===== config.mk =====
export PLATFORM = sky130hd
export DESIGN_NAME = control_pipeline
export DESIGN_NICKNAME = d
export VERILOG_FILES = /design/src/rtl/control_pipeline.sv
export SDC_FILE = /design/constraint.sdc
export NUM_CORES = 1
export LEC_CHECK = 0
export ABC_AREA = 1
export CAP_MARGIN = 40
export CORE_ASPECT_RATIO = 1.5
export CORE_UTILIZATION = 40
export CTS_BUF_LIST = sky130_fd_sc_hd__clkbuf_8
export DETAILED_ROUTE_END_ITERATION = 6
export GPL_TIMING_DRIVEN = 0
export PLACE_DENSITY = 0.77
export SLEW_MARGIN = 20
export SYNTH_ARGS = -nofsm -noshare
export SYNTH_HDL_FRONTEND = slang
export SYNTH_SLANG_ARGS = --single-unit

===== constraint.sdc =====
create_clock -name clk -period 1.47 [get_ports clk]
set_input_delay 0.294 -clock clk [delete_from_list [all_inputs] [get_ports clk]]
set_output_delay 0.294 -clock clk [all_outputs]
set_load 0.05 [all_outputs]

===== src/rtl/control_pipeline.sv =====
// Control-side pipeline: ID/EX, EX/MEM, MEM/WB control registers, hazard stall, branch/jump squash.
// Define CTRL_FWD_EN to enable ALU operand forwarding (load-use is then the only stall source).
module control_pipeline #(
    parameter int REG_AW   = 5,
    parameter int ALU_OP_W = 2
) (
    input  logic                clk,
    input  logic                rst,
    input  logic                id_reg_dst,
    input  logic                id_jump,
    input  logic                id_alu_src,
    input  logic                id_mem_to_reg,
    input  logic                id_reg_write,
    input  logic                id_mem_read,
    input  logic                id_mem_write,
    input  logic                id_branch,
    input  logic [ALU_OP_W-1:0] id_alu_op,
    input  logic [REG_AW-1:0]   id_rs,
    input  logic [REG_AW-1:0]   id_rt,
    input  logic [REG_AW-1:0]   id_rd,
    input  logic                ex_zero,
    output logic                pc_write,
    output logic                if_id_write,
    output logic                if_id_flush,
    output logic                pc_src_branch,
    output logic                pc_src_jump,
    output logic                ex_alu_src,
    output logic                ex_reg_dst,
    output logic [ALU_OP_W-1:0] ex_alu_op,
    output logic                mem_read,
    output logic                mem_write,
    output logic                wb_reg_write,
    output logic                wb_mem_to_reg,
    output logic [REG_AW-1:0]   wb_dst,
    output logic [1:0]          forward_a,
    output logic [1:0]          forward_b
);

    typedef struct packed {
        logic                reg_dst, jump, alu_src, mem_to_reg, reg_write, mem_read, mem_write, branch;
        logic [ALU_OP_W-1:0] alu_op;
        logic [REG_AW-1:0]   rs, rt, rd;
    } id_ex_t;

    typedef struct packed {
        logic              mem_read, mem_write, mem_to_reg, reg_write;
        logic [REG_AW-1:0] dst;
    } ex_mem_t;

    typedef struct packed {
        logic              mem_to_reg, reg_write;
        logic [REG_AW-1:0] dst;
    } mem_wb_t;

    id_ex_t            id_ctrl, id_ex_q;
    ex_mem_t           ex_mem_q;
    mem_wb_t           mem_wb_q;
    logic [REG_AW-1:0] ex_dst;
    logic              id_uses_rt, taken, stall_req, stall;

    assign id_ctrl = {id_reg_dst, id_jump, id_alu_src, id_mem_to_reg, id_reg_write,
                      id_mem_read, id_mem_write, id_branch, id_alu_op, id_rs, id_rt, id_rd};

    assign ex_dst     = id_ex_q.reg_dst ? id_ex_q.rd : id_ex_q.rt;
    assign id_uses_rt = id_reg_dst | id_branch | id_mem_write;
    assign taken      = id_ex_q.branch & ex_zero;

`ifdef CTRL_FWD_EN
    logic load_use;
    logic unused_bits;

    assign load_use  = id_ex_q.mem_read & (id_ex_q.rt != '0) &
                       ((id_ex_q.rt == id_rs) | (id_uses_rt & (id_ex_q.rt == id_rt)));
    assign stall_req = load_use;
    // the stored jump bit only matters for the instruction's own squash in ID
    assign unused_bits = id_ex_q.jump;

    // EX/MEM is the younger producer, so it wins over MEM/WB
    always_comb begin
        forward_a = 2'b00;
        forward_b = 2'b00;
        if (ex_mem_q.reg_write && ex_mem_q.dst != '0 && ex_mem_q.dst == id_ex_q.rs)
            forward_a = 2'b10;
        else if (mem_wb_q.reg_write && mem_wb_q.dst != '0 && mem_wb_q.dst == id_ex_q.rs)
            forward_a = 2'b01;
        if (ex_mem_q.reg_write && ex_mem_q.dst != '0 && ex_mem_q.dst == id_ex_q.rt)
            forward_b = 2'b10;
        else if (mem_wb_q.reg_write && mem_wb_q.dst != '0 && mem_wb_q.dst == id_ex_q.rt)
            forward_b = 2'b01;
    end
`else
    logic hit_ex, hit_mem;
    logic unused_bits;

    // MEM/WB is left out: the regfile writes in the first half-cycle
    assign hit_ex    = id_ex_q.reg_write & (ex_dst != '0) &
                       ((ex_dst == id_rs) | (id_uses_rt & (ex_dst == id_rt)));
    assign hit_mem   = ex_mem_q.reg_write & (ex_mem_q.dst != '0) &
                       ((ex_mem_q.dst == id_rs) | (id_uses_rt & (ex_mem_q.dst == id_rt)));
    assign stall_req = hit_ex | hit_mem;
    assign forward_a = 2'b00;
    assign forward_b = 2'b00;
    assign unused_bits = ^{id_ex_q.jump, id_ex_q.rs};
`endif

    // a taken branch squashes whatever sits in ID, so its hazard is moot
    assign stall         = stall_req & ~taken;
    assign pc_write      = ~stall;
    assign if_id_write   = ~stall;
    assign pc_src_branch = taken;
    assign pc_src_jump   = id_jump & ~taken & ~stall;
    assign if_id_flush   = taken | (id_jump & ~stall);

    always_ff @(posedge clk or posedge rst) begin
        if (rst) begin
            id_ex_q  <= '0;
            ex_mem_q <= '0;
            mem_wb_q <= '0;
        end else begin
            id_ex_q  <= (taken | stall) ? id_ex_t'('0) : id_ctrl;
            ex_mem_q <= {id_ex_q.mem_read, id_ex_q.mem_write, id_ex_q.mem_to_reg,
                         id_ex_q.reg_write, ex_dst};
            mem_wb_q <= {ex_mem_q.mem_to_reg, ex_mem_q.reg_write, ex_mem_q.dst};
        end
    end

    assign ex_alu_src    = id_ex_q.alu_src;
    assign ex_reg_dst    = id_ex_q.reg_dst;
    assign ex_alu_op     = id_ex_q.alu_op;
    assign mem_read      = ex_mem_q.mem_read;
    assign mem_write     = ex_mem_q.mem_write;
    assign wb_reg_write  = mem_wb_q.reg_write;
    assign wb_mem_to_reg = mem_wb_q.mem_to_reg;
    assign wb_dst        = mem_wb_q.dst;

endmodule

After elaboration in Yosys (flattened, before gate mapping)

Index checks and enable logic that the tools add are counted.
W data, S select, Z words.

Reduce and logical (&&, ||, !) cells: 2
Bitwise gates (word level): 20
Div/mod/pow operators: 0
Multiplexer cells: 2
Shift-type cells: 0
Add/subtract/negate cells: 0
$lt $le $gt $ge: 0
$mul: 0
Eq/ne operators: 4

Operator list:

| cell               | number |
|---|---|
| $mux W25           | 1 |
| $eq A5 B5 Y1       | 4 |
| $and A1 B1 Y1      | 11 |
| $reduce_bool A5 Y1 | 2 |
| $or A1 B1 Y1       | 7 |
| $mux W5            | 1 |
| $not A1 Y1         | 2 |

Bits in read-only memories: 0
Output and inout bits: 22
Bits of input ports: 28
Bits in latches: 0
Logic and storage cells: 46
Flip-flop bits (word level): 35
Memories: 0
Bits in writable memories: 0

Depth between registers and ports, before layout

Word-level depth: 10
Mapped depth: 13
Mapped depth without buffers: 11

Least setup slack after synthesis

Ideal clock, no wire load.

Path type: reg-to-output
Start: register id_ex_q (netlist bit ex_reg_dst)
End: output pc_write
Path buffers: 2
Setup slack: -0.854 ns
Stages on the path, launching flop included: 14
Arrival time: 2.030 ns
Data required time: 1.176 ns
Cell sequence: dfrtp_1 > buf_6 > inv_8 > nand2_4 > nand2_4 > nand2_1 > nand2_1 > nor2_1 > nand3_1 > nand2_1 > nand2_2 > nand2_1 > nand2_1 > buf_4

Longest elaborated chain between the ends: 8
Elaborated cells between the ends (all ways): 11
Classes of those cells: eq/ne (2); mux (1); bitwise (7); reduce/logical (1)

Ends and longest elaborated chain:

| what                   | RTL line | RTL |
|---|---|---|
| from (decl)            | 55       | `id_ex_t id_ctrl, id_ex_q;` |
| from (signal assigned) | 120      | `id_ex_q <= (taken \| stall) ? id_ex_t'('0) : id_ctrl;` |
| $mux W5 (*)            | 64       | `assign ex_dst = id_ex_q.reg_dst ? id_ex_q.rd : id_ex_q.rt;` |
| net ex_dst[2]          | 58       | `logic [REG_AW-1:0] ex_dst;` |
| $eq A5 B5 Y1           | 97       | `((ex_dst == id_rs) \| (id_uses_rt & (ex_dst == id_rt)));` |
| $and A1 B1 Y1          | 97       |  |
| $or A1 B1 Y1           | 97       |  |
| $and A1 B1 Y1 (*)      | 96       | `assign hit_ex = id_ex_q.reg_write & (ex_dst != '0) &` |
| $or A1 B1 Y1 (*)       | 100      | `assign stall_req = hit_ex \| hit_mem;` |
| $and A1 B1 Y1 (*)      | 107      | `assign stall = stall_req & ~taken;` |
| $not A1 Y1 (*)         | --       |  |
| to (decl)              | 22       | `output logic pc_write,` |

Mark *: on every way through the listed nets, which the timed path passes. The rest lies on a longest branch.

Worst setup path after layout

Start: register id_ex_q (netlist bit ex_reg_dst)
End: output pc_src_jump

Longest elaborated chain between the ends: 9
Elaborated cells between the ends (all ways): 12
Classes of those cells: eq/ne (2); mux (1); bitwise (8); reduce/logical (1)

Ends and longest elaborated chain:

| what              | RTL line | RTL |
|---|---|---|
| $mux W5 (*)       | 64       |  |
| net ex_dst[3]     | 58       |  |
| $eq A5 B5 Y1      | 97       |  |
| $and A1 B1 Y1     | 97       |  |
| $or A1 B1 Y1      | 97       |  |
| $and A1 B1 Y1 (*) | 96       |  |
| $or A1 B1 Y1 (*)  | 100      |  |
| $and A1 B1 Y1 (*) | 107      |  |
| $not A1 Y1 (*)    | 111      | `assign pc_src_jump = id_jump & ~taken & ~stall;` |
| $and A1 B1 Y1 (*) | 111      |  |
| to (decl)         | 26       | `output logic pc_src_jump,` |

Marked as above.

==> impl_results.md <==
- Dpl cells: 287
- Share of power burned in combinational logic: 0.331
- CTS tree: built
- CP Max Fanout: 8
- Status: finished with violations
- Pin count of the biggest net entering global routing: 36
- End of the worst register-to-register path: id_ex_q[0]$_DFF_PP0_
- Root Driver: clkbuf_8
- Final number of setup-violating endpoints: 23
- Via-per-instance ratio: 4.39
- Maxcap violations: 0
- I/O pins: 50
- Final std cells w/o fill: 299
- Failing checks: negative setup slack
- Chip height: 82.1 um
- TritonCTS buffer count: 5
- Start of the worst register-to-register path: ex_reg_dst$_DFF_PP0_
- Unrepaired setup endpoints after global routing: yes
- WL final: 3.31 mm
- Leakage power: 1.31 nW
- Setup Skew: 0.00316 ns
- Initial antenna violation count: 0
- PwrDens: 1240 nW/um^2
- First-pass GRT wire length: 5.58 mm
- Post-route ant nets: 0
- Clock power share: 0.286
- Fmax: 445 MHz
- Routed wire length per instance: 11.1 um
- Slew Limit Fails: 0
- 1st-iter DRT viols: 26
- Switch Pwr: 1.02 mW
- Worst-Margin Slew: 0.703 ns
- Cells after synthesis: 194
- Pwr Total: 3.06 mW
- Layout Utilization: 0.611
- Peak supply drop: 0.910 mV
- Clock Path Buffers: 2
- R2R cell count: 12
- # H-tree levels: 2
- Rows: 28
- Share of cells above drive strength 1: 0.295
- Die area: 4550 um^2
- Max reg flops: 15
- Post-synthesis sequential area ratio: 0.512
- FF+latch count, synth: 35
- Hold WS: 0.348 ns
- Setup Crit Path Kind: reg2out
- Die Width: 55.4 um
- Mapped Area: 1710 um^2
- DR vias: 1314
- R2R Setup Slk: -0.26 ns
- Overall routing resource usage: 0.162
- Area share of the largest cell type after synthesis: 0.512
- Ys Warns: 0
- Final hold vios: 0
- Switching part of the total power: 0.335
- Setup TNS: -7.52 ns
- Final min period: 2.25 ns
- Crit path capture type: output pin
- Layout area overhead: 43.9%
- Starting density of the core: 0.425
- Syn avg cell area: 8.82 um^2
- Port Buffers: 45
- Final setup margin: -0.777 ns
- Cell taking the most area after synthesis: dfrtp_1
- CP max-delay cell: dfrtp_2
- Crit path from: ex_reg_dst$_DFF_PP0_
- Period utilisation layout: 1.53
- Unique masters post-synth: 21
- Hold Path Class: reg2reg
- CTS sink cnt: 35
- Vias in the first global route: 1316
- CP Cell Sequence: buf_8, clkinv_8, nand2_2, nand2_2, xor2_1, nand3_1, nand2_1, nand2_2, nand3_2, buf_8, nor2_4, buf_8
- Drt drc: 0
- P_int: 2.03 mW
- Diode count: 0
- RePlAce Congestion: 0.870
- Startpoint Class: flip-flop
- Crit-path max cell delay: 0.38 ns
- Hpwl dp: 2.40 mm
- Top reg by flops: id_ex_q
- Cts hold-fix bufs: 0
- Critical path capture point: pc_src_jump
- WP data arrival: 1.95 ns
- Slew HR: 0.531
- Total gr overflow: 0
- Final #Nets: 281
- DR pass1 iterations: 4
- Critical Path RT: 1.18 ns
- Clock Latency Late Sink: 0.29 ns
- Synth top area cells: dfrtp_1 51%, nand2_1 8.8%, inv_1 7.5%
- Clk slew on worst S/H paths: 0.07 ns
- Std-Cell Core Area: 4030 um^2
- Sequential share of power: 0.383
==> layer usage <==
layer  wire (um)  share of wire  global-route usage  vias up
li1            -              -                   -      678
met1        1240           0.37               0.169      590
met2        1840           0.56               0.306       37
met3         126          0.038              0.0249        9
met4         102          0.031              0.0975        0
met5           0              0                   0        -
==> logic make-up (layout without fill, tap and decap cells) <==
| group | count (synthesis) | count (layout) | synth area share |
|---|---|---|---|
| DFF | 35 | 35 | 0.512 |
| other | 1 | 4 | 0.00219 |
| xor gates and xnor gates | 8 | 8 | 0.0409 |
| buffers and inverters | 46 | 103 | 0.134 |
| AOI/OAI and AO/OA | 3 | 3 | 0.0102 |
| and+or+nand+nor | 101 | 101 | 0.301 |
==> final cells by class <==
type / count / area, um^2
clock inverters: 2 / 35.0
repair buffers: 50 / 513
clock buffers: 6 / 82.6
multi-input cells: 116 / 668
plain buffers: 9 / 82.6
flip-flops and latches: 35 / 877
fillers: 359 / 1570
inverters: 36 / 148
well taps: 45 / 56.3
==> synth_stat cells <==
master,count
a21boi_1,1
a21oi_1,2
buf_4,7
buf_6,3
conb_1,1
dfrtp_1,35
inv_1,34
inv_2,1
inv_8,1
nand2_1,40
nand2_2,7
nand2_4,4
nand3_1,17
nand3_2,1
nand4_1,1
nor2_1,9
nor2_2,20
nor3_2,1
nor4_1,1
xnor2_1,2
xor2_1,6
==> cells in the final DEF, fill, tap and decap left out, types with 2 or more instances in the layout <==
master,n
nand2_1,34
dfrtp_1,34
inv_1,33
clkdlybuf4s50_1,27
nor2_2,19
nand3_1,16
buf_4,12
nand2_2,11
nor2_1,9
dlygate4sd2_1,9
xor2_1,6
clkbuf_8,6
nand2_4,5
conb_1,4
buf_8,3
buf_6,3
inv_2,2
nand3_2,2
a21oi_1,2
xnor2_1,2
clkdlybuf4s15_2,2
==> worst max-delay path, delay by kind of cell (launching register included) <==
| kind | cells | cell delay (ns) |
|---|---|---|
| AND/OR/NAND/NOR | 7 | 0.57 |
| buffers and inverters | 4 | 0.54 |
| XOR/XNOR | 1 | 0.17 |
| flip-flops | 1 | 0.38 |
==> worst min-delay path by stage <==
stage / startpoint / end / slack (ns) / cells after the start
6_report: id_ex_q[18]$_DFF_PP0_ / mem_write$_DFF_PP0_ / 0.35 / 0
5_1_grt: id_ex_q[21]$_DFF_PP0_ / ex_mem_q[6]$_DFF_PP0_ / 0.36 / 0
4_1_cts: id_ex_q[18]$_DFF_PP0_ / mem_write$_DFF_PP0_ / 0.35 / 0
3_5_place_dp: id_ex_q[18]$_DFF_PP0_ / mem_write$_DFF_PP0_ / 0.34 / 0
3_3_place_gp: id_ex_q[19]$_DFF_PP0_ / mem_read$_DFF_PP0_ / 0.33 / 0
2_1_floorplan: id_ex_q[21]$_DFF_PP0_ / ex_mem_q[6]$_DFF_PP0_ / 0.33 / 0
==> power by group through the flow <==
stage	Combinational [mW]	Sequential, mW	Clock [mW]
6_report	1.01	1.17	0.875
4_1_cts	0.949	1.17	0.894
2_1_floorplan	0.509	1.33	0
3_3_place_gp	0.941	1.18	0
3_5_place_dp	0.954	1.19	0
5_1_grt	1.09	1.19	0.939
==> timing repair <==
item                       4_1_cts  5_1_grt
resized for setup               57       17
gates cloned                     0        1
hold endpoints to repair         0        0
buffers inserted                 3        2
pin swaps                        1        2
setup endpoints to repair       37       26
==> through the flow <==
stage	area, um^2	setup WS (ns)
after CTS	2380	-0.768
after global placement	2240	-1.33
after detailed placement	2240	-1.33
after global routing	2460	-0.880
final	2460	-0.777
after floorplan	1740	-0.529
(Power assumes the default switching activity.)
==> RTL edit 1, RTL diff (same flow settings) <==
Build with the macro `CTRL_FWD_EN` defined.
--- a/src/rtl/control_pipeline.sv
+++ b/src/rtl/control_pipeline.sv
@@ -2,2 +2,4 @@
 // Define CTRL_FWD_EN to enable ALU operand forwarding (load-use is then the only stall source).
+`define CTRL_FWD_EN
+
 module control_pipeline #(
Formal check against the unedited RTL: not equivalent (a bounded check fails within 4 cycles, from zero or initial values and one cycle with rst high).
==> RTL edit 1 against the unedited design <==
  * Synthesized cell count up 3.1%
  * Count of clock-buffer cells in the layout down 1
  * Combinational power down 23%
  * Synthesized area up 3.9%
  * Setup slack better by 350 ps
  * Sequential cell count up 5
  * The run still ends with setup timing left
  * Total power down 9.7%
  * Core utilization up 1.2 points
  * Cell area up 7.4%
  * Routed wire length up 12%
  * First-iteration DRC count down 38%
  * Highest routed layer unchanged
  * Sequential share of layout area up 2.7 points
  * Sequential power up 12%
  * Via count up 5.7%
==> RTL edit 1: results (changes against the unedited design) <==
Parameter                              Value

Yosys
  Number of distinct standard cells referenced by the synthesized netlist ... 18 (was 21)
  Top post-synthesis cells by count ... 40 x sky130_fd_sc_hd__dfrtp_1, 39 x sky130_fd_sc_hd__nand2_1, 36 x sky130_fd_sc_hd__nor2_1 (was 40 x sky130_fd_sc_hd__nand2_1, 35 x sky130_fd_sc_hd__dfrtp_1, 34 x sky130_fd_sc_hd__inv_1)
  Cell types occupying the most area after synthesis ... sky130_fd_sc_hd__dfrtp_1 56%, sky130_fd_sc_hd__nand2_1 8.2%, sky130_fd_sc_hd__nor2_1 7.6%, sky130_fd_sc_hd__xnor2_1 7.4%, sky130_fd_sc_hd__inv_1 6.1% (was sky130_fd_sc_hd__dfrtp_1 51%, sky130_fd_sc_hd__nand2_1 8.8%, sky130_fd_sc_hd__inv_1 7.5%, sky130_fd_sc_hd__nor2_2 7.3%, sky130_fd_sc_hd__nand3_1 5.0%)
  Most frequently used cell type in the post-synthesis netlist ... sky130_fd_sc_hd__dfrtp_1 (was sky130_fd_sc_hd__nand2_1)
  Proportion of synthesized chip area in sequential cells ... 56.3% (was 51.2%)

Worst setup path
  Top fanout value on the critical path ... 2 (was 8)
  Critical Path AT ... 1600 ps (was 1950 ps)

Power and ir drop
  Maximum ir drop on the vdd rail ... 0.725 mV (was 0.910 mV)
  Static leakage ... 1.32 nW (was 1.31 nW)

Place
  Standard cell area after detailed placement ... 2440 um2 (was 2240 um2)
  Global placer's final weighted congestion ... 0.753 (was 0.870)
  Detailed-placement wirelength estimate ... 2.79 mm (was 2.40 mm)
  DP Worst Slack ... -1090 ps (was -1330 ps)
  IO Port Bufs ... 49 (was 45)

Timing
  Setup-failing EPs final ... 28 (was 23)
  Tightest slew margin relative to the limit ... 66.4% (was 53.1%)
  Worst-case clock skew ... 4.41 ps (was 3.16 ps)
  Worst-margin pin slew ... 507 ps (was 703 ps)
  Slack of the critical path ... -423 ps (was -777 ps)

Route
  Routed len/inst ... 12.0 um (was 11.1 um)
  Initial drt markers ... 16 (was 26)
  Via count ... 1389 (was 1314)

Global routing
  Global-route usage over all layers ... 17.2% (was 16.2%)
  Wire length of the first global-routing pass ... 6.09 mm (was 5.58 mm)
  Maximum number of pins on one net before global-route repair ... 27 (was 36)

Hold path
  Tightest Hold Check Type ... input pin to async pin (was flop to flop)

Finish
  Fraction of layout cells with a size suffix above 1 ... 29.2% (was 29.5%)
  NumNets Final ... 291 (was 281)
  Flip-flop count of the largest register, all copies and words added ... 20 (was 15)

Outcome
  Failing checks ... setup timing (unchanged)
  Result of the run ... finished with violations (unchanged)
[RTL edit 1: cell types whose count changed after synthesis, moves of 6 or more]
| cell | delta |
|---|---|
| sky130_fd_sc_hd__nand2_2 | -6 |
| sky130_fd_sc_hd__nand3_1 | -14 |
| sky130_fd_sc_hd__nor2_1 | +27 |
| sky130_fd_sc_hd__nor2_2 | -19 |
| sky130_fd_sc_hd__o21ai_0 | +8 |
| sky130_fd_sc_hd__xnor2_1 | +13 |
[RTL edit 1: per-stage QoR]
stage                     setup TNS (ps)  util (%)  std cells  hold WS, ps
after floorplan                     -783         -        200          331
after global placement            -34170      57.1        295          334
after detailed placement          -15740      57.5        296          339
after CTS                          -4950      60.7        305          280
after global routing               -7070      62.3        310          306
final                              -4340      62.3        310          275
[RTL edit 1: logic make-up (layout without fill, tap and decap cells)]
logic type / count (synthesis) / in the layout / share of synthesized area [%]
simple gates: 90 / 90 / 20.9
buf+inv: 41 / 105 / 10.2
flops: 40 / 40 / 56.3
xor+xnor: 21 / 21 / 10.3
compound gates: 8 / 8 / 2.25
[RTL edit 1: repair_timing]
action / in CTS / in global routing
cloned: 0 / 0
pin swaps: 9 / 13
setup endpoints to repair: 42 / 36
gates resized for setup: 117 / 12
setup buffers: 2 / 5
[RTL edit 1: critical path, stage by stage]
cell and delay (ps):
sky130_fd_sc_hd__clkdlybuf4s50_1 450, sky130_fd_sc_hd__nor3_2 220, sky130_fd_sc_hd__nor2_1 80, sky130_fd_sc_hd__nand3_1 80, sky130_fd_sc_hd__nand2_2 90, sky130_fd_sc_hd__nand2_4 90
sky130_fd_sc_hd__nand2_4 50, sky130_fd_sc_hd__nor2_4 90, sky130_fd_sc_hd__buf_8 150
[RTL edit 1: final cells by class]
class | instances | area, um2
plain buffers | 6 | 63.8
clock buffers | 5 | 68.8
clock inverters | 3 | 12.5
fillers | 345 | 1600
inverters | 34 | 128
multi-input cells | 119 | 728
flip-flops and latches | 40 | 1010
well taps | 46 | 57.6
repair buffers | 57 | 572
[RTL edit 1: final timing paths]
check / startpoint / to / slack, ps / cells after the start
min: rst / ex_alu_op[0] / 280 / 2
max reg2reg: id_ex_q[5] / id_ex_q[9] / -70 / 10
max: id_reg_dst / pc_src_jump / -420 / 9
min reg2reg: id_ex_q[18] / mem_write / 350 / 0
max in group asynchronous: rst / wb_dst[1] / 740 / 3
min in group clk: id_ex_q[18] / mem_write / 350 / 0
[RTL edit 1: routing by layer]
metal	share of wire, %	track usage, %
met1	36	18.1
met2	57	30.7
met3	4.6	4.03
met4	2.6	9.31
met5	0	0
[RTL edit 1: report_power, final]
part	internal, mW	switching, mW	total, mW
Clock	0.319	0.352	0.671
Combinational	0.327	0.448	0.775
Sequential	1.21	0.102	1.31
Total	1.86	0.901	2.76
==> RTL edit 2, RTL diff (same flow settings) <==
Made on the original files. Register the input `id_alu_op` before use, cleared by the reset. The logic sees it one clock later. The other inputs are not delayed to match.
--- a/src/rtl/control_pipeline.sv
+++ b/src/rtl/control_pipeline.sv
@@ -54,2 +54,12 @@
 
+    logic [ALU_OP_W-1:0] id_alu_op_q;
+
+    always_ff @(posedge clk or posedge rst) begin
+        if (rst) begin
+            id_alu_op_q <= '0;
+        end else begin
+            id_alu_op_q <= id_alu_op;
+        end
+    end
+
     id_ex_t            id_ctrl, id_ex_q;
@@ -61,3 +71,3 @@
     assign id_ctrl = {id_reg_dst, id_jump, id_alu_src, id_mem_to_reg, id_reg_write,
-                      id_mem_read, id_mem_write, id_branch, id_alu_op, id_rs, id_rt, id_rd};
+                      id_mem_read, id_mem_write, id_branch, id_alu_op_q, id_rs, id_rt, id_rd};
 
Formal check against the unedited RTL: not equivalent (a bounded check fails within 4 cycles, from zero or initial values and one cycle with rst high).
==> RTL edit 2 against the unedited design <==
  * The flow still finishes with violations (setup timing)
  * Die area is 2.8% higher
  * Count of clock-buffer cells in the layout is 1 lower
  * Synthesized area up 2.9%
  * Largest cell class unchanged
  * Cell area rose by 7.9%
  * Routed wire length rose by 5.9%
  * Combinational power is 9% higher
  * Via count increased by 4.2%
  * Sequential cell count up 2
  * Critical path type unchanged
  * Setup slack improved by 3.9 ps
  * Clock skew about the same
  * Non-clock buffer count rose by 4
  * Highest routed layer unchanged
  * Total power rose by 9.6%
==> RTL edit 2: results (changes against the unedited design) <==
Parameter                              Value

Yosys
  Leading register cell type out of synthesis ... sky130_fd_sc_hd__dfrtp_1 (unchanged)
  Synthesized-area fraction occupied by ao, oa, aoi and oai cells ... 0.994% (was 1.02%)
  Cell types occupying the most area after synthesis ... sky130_fd_sc_hd__dfrtp_1 53%, sky130_fd_sc_hd__nand2_1 8.5%, sky130_fd_sc_hd__inv_1 7.2%, sky130_fd_sc_hd__nor2_2 7.1%, sky130_fd_sc_hd__nand3_1 4.8% (was sky130_fd_sc_hd__dfrtp_1 51%, sky130_fd_sc_hd__nand2_1 8.8%, sky130_fd_sc_hd__inv_1 7.5%, sky130_fd_sc_hd__nor2_2 7.3%, sky130_fd_sc_hd__nand3_1 5.0%)
  Xor and xnor fraction of the mapped netlist area ... 3.98% (was 4.09%)
  Top post-synthesis cells by count ... 40 x sky130_fd_sc_hd__nand2_1, 37 x sky130_fd_sc_hd__dfrtp_1, 34 x sky130_fd_sc_hd__inv_1 (was 40 x sky130_fd_sc_hd__nand2_1, 35 x sky130_fd_sc_hd__dfrtp_1, 34 x sky130_fd_sc_hd__inv_1)
  Mean instance size in the synthesized netlist ... 8.99 um2 (was 8.82 um2)
  Multiplexer share of the synthesized area ... 0% (unchanged)
  Share of async-settable or async-resettable flops after synthesis ... 100% (unchanged)

Finish
  Fraction of layout cells with a size suffix above 1 ... 33.1% (was 29.5%)
  # fillers ... 351 (was 359)
  Footprint of the multi-input gates ... 741 um2 (was 668 um2)
  NumNets Final ... 287 (was 281)
  Post-layout instance count excluding filler cells ... 306 (was 299)

Route
  Initial drt markers ... 19 (was 26)
  Total iterations of the first detailed-routing run ... 4 (unchanged)
  Drt total wl ... 3.51 mm (was 3.31 mm)
  Via count ... 1369 (was 1314)

Global routing
  Maximum number of pins on one net before global-route repair ... 38 (was 36)
  Global-route usage over all layers ... 16.4% (was 16.2%)
  Wire length of the first global-routing pass ... 5.84 mm (was 5.58 mm)

Timing
  Slack of the critical path ... -773 ps (was -777 ps)
  Worst-case clock skew ... 3.57 ps (was 3.16 ps)
  Setup-failing EPs final ... 24 (was 23)
  Fin Hold WS ... 335 ps (was 348 ps)
  Worst-margin pin slew ... 519 ps (was 703 ps)

Outcome
  Failing checks ... setup timing (unchanged)
  Result of the run ... finished with violations (unchanged)

Place
  DP Worst Slack ... -1320 ps (was -1330 ps)
  Global placer's final weighted congestion ... 0.874 (was 0.870)
  Standard cell area after detailed placement ... 2290 um2 (was 2240 um2)
  Detailed-placement wirelength estimate ... 2.52 mm (was 2.40 mm)

Flow run
  Max cap viols ... 0 (unchanged)

Power and ir drop
  Static leakage ... 1.39 nW (was 1.31 nW)
  Maximum ir drop on the vdd rail ... 0.818 mV (was 0.910 mV)

Hold path
  Tightest Hold Check Type ... input pin to async pin (was flop to flop)

Worst setup path
  Crit-path max cell delay ... 420 ps (was 380 ps)
## RTL edit 2: cell count changes after synthesis, sizes merged
cell / before / now
dfrtp: 35 / 37
## RTL edit 2: kinds of logic after synthesis
kind of cell	count (synthesis)
AOI/OAI and AO/OA	3
buffers and inverters	46
other	1
DFF	37
xor gates and xnor gates	8
and+or+nand+nor	101
## RTL edit 2: layout make-up
cell class / instances / share of cell area, %
plain buffers: 9 / 3.11
flip-flops and latches: 37 / 34.9
clock buffers: 5 / 2.59
multi-input cells: 116 / 27.9
well taps: 46 / 2.17
inverters: 36 / 5.56
clock inverters: 3 / 2.45
repair buffers: 54 / 21.3
## RTL edit 2: worst paths after layout
path | startpoint | depth (start not counted) | to
max | ex_reg_dst | 12 | pc_write
min | rst | 3 | id_ex_q[19]
max reg2reg | ex_reg_dst | 16 | id_ex_q[1]
min reg2reg | id_ex_q[21] | 0 | ex_mem_q[6]
max in group asynchronous | rst | 3 | ex_reg_dst
min in group clk | id_ex_q[21] | 0 | ex_mem_q[6]
## RTL edit 2: power by group
| part | switching, mW | internal, mW |
|---|---|---|
| clock | 0.344 | 0.673 |
| sequential | 0.0849 | 1.15 |
| combinational | 0.658 | 0.438 |
| total | 1.09 | 2.26 |
## RTL edit 2: what timing repair did
action / CTS / global route
buffers inserted: 4 / 3
endpoints found under the hold margin: 0 / 0
pin swaps: 5 / 9
gates cloned: 1 / 0
gates resized for setup: 66 / 24
endpoints found under the setup margin: 37 / 27
## RTL edit 2: metal layers
metal	share of wire (%)	GRT usage, %	vias up	wire [um]
li1	-	-	694	-
met1	37	16.6	634	1280
met2	57	30.0	32	2000
met3	3.8	4.36	9	132
met4	2.5	8.65	0	87
met5	0	0	-	0
## RTL edit 2: worst max-delay path, delay by kind of cell, from the launching register on
kind                   cells  cell delay [ps]
AND/OR/NAND/NOR            6              440
AO/OA/AOI/OAI              1              170
flip-flops                 1              420
buffers and inverters      5              630
